File: src/rtl/pow_5_res_fifo.sv
// pow_5_res_fifo
//   Result capture stage behind the 5-stage pow_5 pipeline. Each final-stage
//   result (arg^5 truncated to w bits) is stored with an 8-bit sequence index
//   in a small show-ahead FIFO and presented on a valid/ready interface. The
//   whole pipeline is stalled through clk_en while the FIFO is full, so a
//   result held at the pipeline output is never lost and is written once.
//
// Ports
//   clk        clock
//   rst_n      asynchronous active-low reset
//   pipe_vld   final-stage valid from the pipeline
//   pipe_res   final-stage result from the pipeline (w bits)
//   clk_en     pipeline advance enable (1 = advance)
//   out_vld    head entry valid
//   out_ready  consumer takes the head entry this cycle
//   out_data   head entry result
//   out_idx    head entry sequence index
//   count      current occupancy (0..depth)
//   stall_cnt  saturating count of cycles with clk_en = 0
module pow_5_res_fifo #(
    parameter int w     = 8,
    parameter int depth = 4
) (
    input  logic                    clk,
    input  logic                    rst_n,
    input  logic                    pipe_vld,
    input  logic [w-1:0]            pipe_res,
    output logic                    clk_en,
    output logic                    out_vld,
    input  logic                    out_ready,
    output logic [w-1:0]            out_data,
    output logic [7:0]              out_idx,
    output logic [$clog2(depth):0]  count,
    output logic [15:0]             stall_cnt
);

    localparam int PW = $clog2(depth);
    localparam int CW = PW + 1;
    localparam logic [CW-1:0] FULL_CNT = CW'(depth);

    typedef struct packed {
        logic [7:0]   idx;
        logic [w-1:0] data;
    } entry_t;

    entry_t        mem [depth];
    entry_t        head;
    logic [PW-1:0] wr_ptr;
    logic [PW-1:0] rd_ptr;
    logic [7:0]    seq;
    logic          full;
    logic          wr;
    logic          rd;

    // Flow control is decoded from the registered occupancy only, so there
    // is no combinational path from out_ready to clk_en. A read while full
    // frees a slot, and clk_en rises on the following cycle.
    assign full    = (count == FULL_CNT);
    assign clk_en  = ~full;
    assign out_vld = (count != '0);

    // While clk_en = 0 the pipeline holds its output; ignoring pipe_vld in
    // that window is what makes the held result land exactly once.
    assign wr = clk_en & pipe_vld;
    assign rd = out_vld & out_ready;

    // Show-ahead: head is read combinationally from memory. No bypass, so a
    // write into an empty FIFO becomes visible one cycle later.
    assign head     = mem[rd_ptr];
    assign out_data = head.data;
    assign out_idx  = head.idx;

    // Storage is intentionally not reset.
    always_ff @(posedge clk) begin
        if (wr) mem[wr_ptr] <= '{idx: seq, data: pipe_res};
    end

    // Pointers are PW bits wide; depth is a power of two so they wrap
    // naturally modulo depth.
    always_ff @(posedge clk or negedge rst_n) begin
        if (!rst_n) begin
            wr_ptr <= '0;
            rd_ptr <= '0;
            seq    <= '0;
            count  <= '0;
        end else begin
            if (wr) begin
                wr_ptr <= wr_ptr + PW'(1);
                seq    <= seq + 8'd1;
            end
            if (rd) rd_ptr <= rd_ptr + PW'(1);
            case ({wr, rd})
                2'b10:   count <= count + CW'(1);
                2'b01:   count <= count - CW'(1);
                default: count <= count;
            endcase
        end
    end

    always_ff @(posedge clk or negedge rst_n) begin
        if (!rst_n) begin
            stall_cnt <= '0;
        end else if (!clk_en && stall_cnt != 16'hFFFF) begin
            stall_cnt <= stall_cnt + 16'd1;
        end
    end

endmodule

File: config.mk
export PLATFORM = sky130hd
export DESIGN_NAME = pow_5_res_fifo
export DESIGN_NICKNAME = d
export VERILOG_FILES = /design/src/rtl/pow_5_res_fifo.sv
export SDC_FILE = /design/constraint.sdc
export NUM_CORES = 1
export LEC_CHECK = 0
export ABC_AREA = 0
export CELL_PAD_IN_SITES_DETAIL_PLACEMENT = 0
export CELL_PAD_IN_SITES_GLOBAL_PLACEMENT = 1
export CORE_MARGIN = 1
export CORE_UTILIZATION = 50
export DETAILED_ROUTE_END_ITERATION = 8
export PLACE_DENSITY_LB_ADDON = 0.1
export SYNTH_ARGS = -nofsm -noshare
export SYNTH_HDL_FRONTEND = slang
export SYNTH_SLANG_ARGS = --single-unit
File: constraint.sdc
create_clock -name clk -period 4.45 [get_ports clk]
set_input_delay 0.6675 -clock clk [delete_from_list [all_inputs] [get_ports clk]]
set_output_delay 0.6675 -clock clk [all_outputs]
set_load 0.005 [all_outputs]
==> run_results.csv <==
group,metric,value,unit
setup_path,worstPathMaxFanout,13,
routing,route.detailed.drc,0,
synth,yosysWarnings,0,
power,leakagePower,1.770,nW
cells_and_area,diodes,0,
placement,globalplace.congestion,0.7789,
floorplan,die_w,90.29,µm
setup_path,crit_required,3.78,ns
global_route,grt_start_max_net_pins,32,
flow_run,cap_violations,0,
sta,setup_tns,0,ns
setup_path,timing.rr.start,"count[0]",
sta,fin_skew,0.009613,ns
power,p_total,0.002895,W
global_route,antenna_found_initial,0,
global_route,overflow,0,
placement,port_buffers,48,
floorplan,initial_core_util,52.61,%
cells_and_area,drive_above_1_share,16.49,%
routing,ant_nets,0,
synth,synthCells,220,
sta,worst_slew_pin_slew,0.8912,ns
floorplan,die_h,90.29,µm
sta,report.final.slew_viol_count,0,
synth,synth.distinct_cells,40,
placement,dp_hpwl,4.136,mm
power,p_per_area,611.4,nW/µm²
synth,synth_area_per_cell,17.72,µm²
setup_path,worst-setup-path-type,"reg -> out",
routing,drt-initial-drc-count,72,
setup_path,crit_path_start,"rd_ptr[0]",
cts,cts_tree,"yes",
synth,synth_area,3897,µm²
setup_path,startpoint_type,"flip-flop",
routing,wirelength,6.369,mm
cts,clk_latency,0.35,ns
synth,async_flop_share,32.63,%
sta,hold_violations,0,
cts,post_cts_resized,0,
global_route,grt_first_pass_wirelength,10.63,mm
cells_and_area,area_growth,21.48,%
cts,clock_sinks,95,
cts,clockRootBuffer,"clkbuf_8",
sta,setup_viol_count_final,0,
synth,synth_edf_count,64,
cts,hold_buffers,0,
sta,final.period_utilization,65.01,%
global_route,grtUsageTotal,17.13,%
floorplan,top_level_ports,49,
routing,routedWlPerCell,16.85,µm
floorplan,rows,31,
min_path,min-delay-start,"count[2]",
routing,routed_via_density,5.278,
routing,vias,1995,
synth,synth_flop_cell,"edfxtp_1",
run_status,status,"completed",
power,ir_drop,0.0003115,V
routing,dr.pass1.iters,4,
floorplan,core-area,7408,µm²
floorplan,dieArea,8152,µm²
global_route,grt_pass1_vias,2072,
sta,fmax,345.6,MHz
synth,synth_seq_cells,95,
cts,clk_pin_slew,0.09,ns
min_path,hp-class,"reg -> reg",
cts,post_cts_buffers,0,
sta,rsz0062_at_grt,"false",
sta,period_needed,2.893,ns
cells_and_area,nNetsFinal,294,
synth,syn_nets,240,
synth,synth_seq_area_share,69.21,%
cts,cts_max_path_buffers,2,
setup_path,end_kind,"output pin",
cts,cts-buffers-inserted,9,
sta,relSlewSlack,40.59,%
setup_path,arrival,2.23,ns
cts,cts-htree-levels,3,
==> routing by layer <==
metal	track usage (%)	share of wire, %	routed length [µm]	up-vias
li1	-	-	-	949
met1	23.18	47	2999	1006
met2	27.74	50	3168	36
met3	3.199	2.4	151	4
met4	6.855	0.79	50	0
met5	0	0	0	-
==> through the flow <==
step	std cells	setup slack [ns]	utilization, %	hold WS, ns	instance area [µm²]
after detailed placement	362	1.728	60.53	0.4967	4484
after floorplan	220	2.028	-	0.3719	3897
after global routing	378	1.404	63.91	0.5374	4735
final	378	1.557	63.91	0.5167	4735
after global placement	362	1.791	60.53	0.4946	4484
after CTS	378	1.497	63.91	0.5177	4735
==> registers in the layout, indices dropped and copies added (netlist names) <==
register and flops:
rd_ptr 2, stall_cnt 16, mem 64, seq 8, wr_ptr 2, count 3
==> where the power goes <==
part | switching [W] | total (W) | internal (W)
Clock | 0.000294 | 0.000686 | 0.000392
Combinational | 0.000323 | 0.000839 | 0.000516
Sequential | 0.000171 | 0.00137 | 0.00120
==> logic make-up (layout without fill, tap and decap cells) <==
family                   Yosys count  count (layout)  share of synthesized area, %
flip-flops                        95              95                         69.21
multiplexers                      18              18                         9.888
adder cells (fa/ha/maj)            8               8                         2.761
XOR/XNOR                          26              26                         5.843
AO/OA/AOI/OAI                      7               7                         1.124
AND/OR/NAND/NOR                   52              52                         9.663
buffers and inverters             14              73                         1.509
==> synthesized netlist by cell type, types with 2 or more instances <==
cell	number	area share (%)
and2_1	2	0.32
and3_1	7	1.1
buf_2	5	0.64
clkbuf_1	2	0.19
dfrtp_1	31	20
edfxtp_1	64	49
ha_1	7	2.2
inv_1	7	0.67
mux4_2	16	9.2
nand2_1	9	0.87
nand3_1	4	0.51
nand4_1	6	0.96
nand4_2	2	0.64
nor2_1	2	0.19
nor3_1	2	0.26
nor4_1	3	0.48
o21ai_0	4	0.51
xnor2_1	14	3.1
xor2_1	12	2.7
==> critical path, cell delays in order, from the launching register on <==
cell             delay, ns
dfrtp_1               0.52
buf_4                 0.34
mux4_2                0.56
clkdlybuf4s50_1       0.46
==> worst paths after layout <==
check,slack (ns),endpoint,depth (start not counted)
hold / removal,0.52,count[2],1
hold reg to reg,0.52,count[2],1
min in group asynchronous,0.71,count[0],2
max in group asynchronous,3.44,stall_cnt[13],2
setup reg to reg,1.81,count[2],9
setup / recovery,1.56,out_idx[7],3
==> layout make-up <==
class                      instances  area [µm²]
fill                             552        2674
tap                               99       123.9
clock buffer                      10       137.6
clock inverter                     6       112.6
multi-input combinational        111        1141
sequential                        95        2698
timing repair buffer              50       495.5
inverter                           7       26.28
==> cell usage in the layout (no fill, tap or decap), types with 4 or more instances in the layout <==
master and n:
and3_1 7, clkbuf_8 10, clkdlybuf4s50_1 48, dfrtp_1 31
edfxtp_1 64, ha_1 7, inv_1 7, mux4_2 16
nand2_1 9, nand3_1 4, nand4_1 6, o21ai_0 4
xnor2_1 14, xor2_1 12
Power figures use the tool's default switching activity.
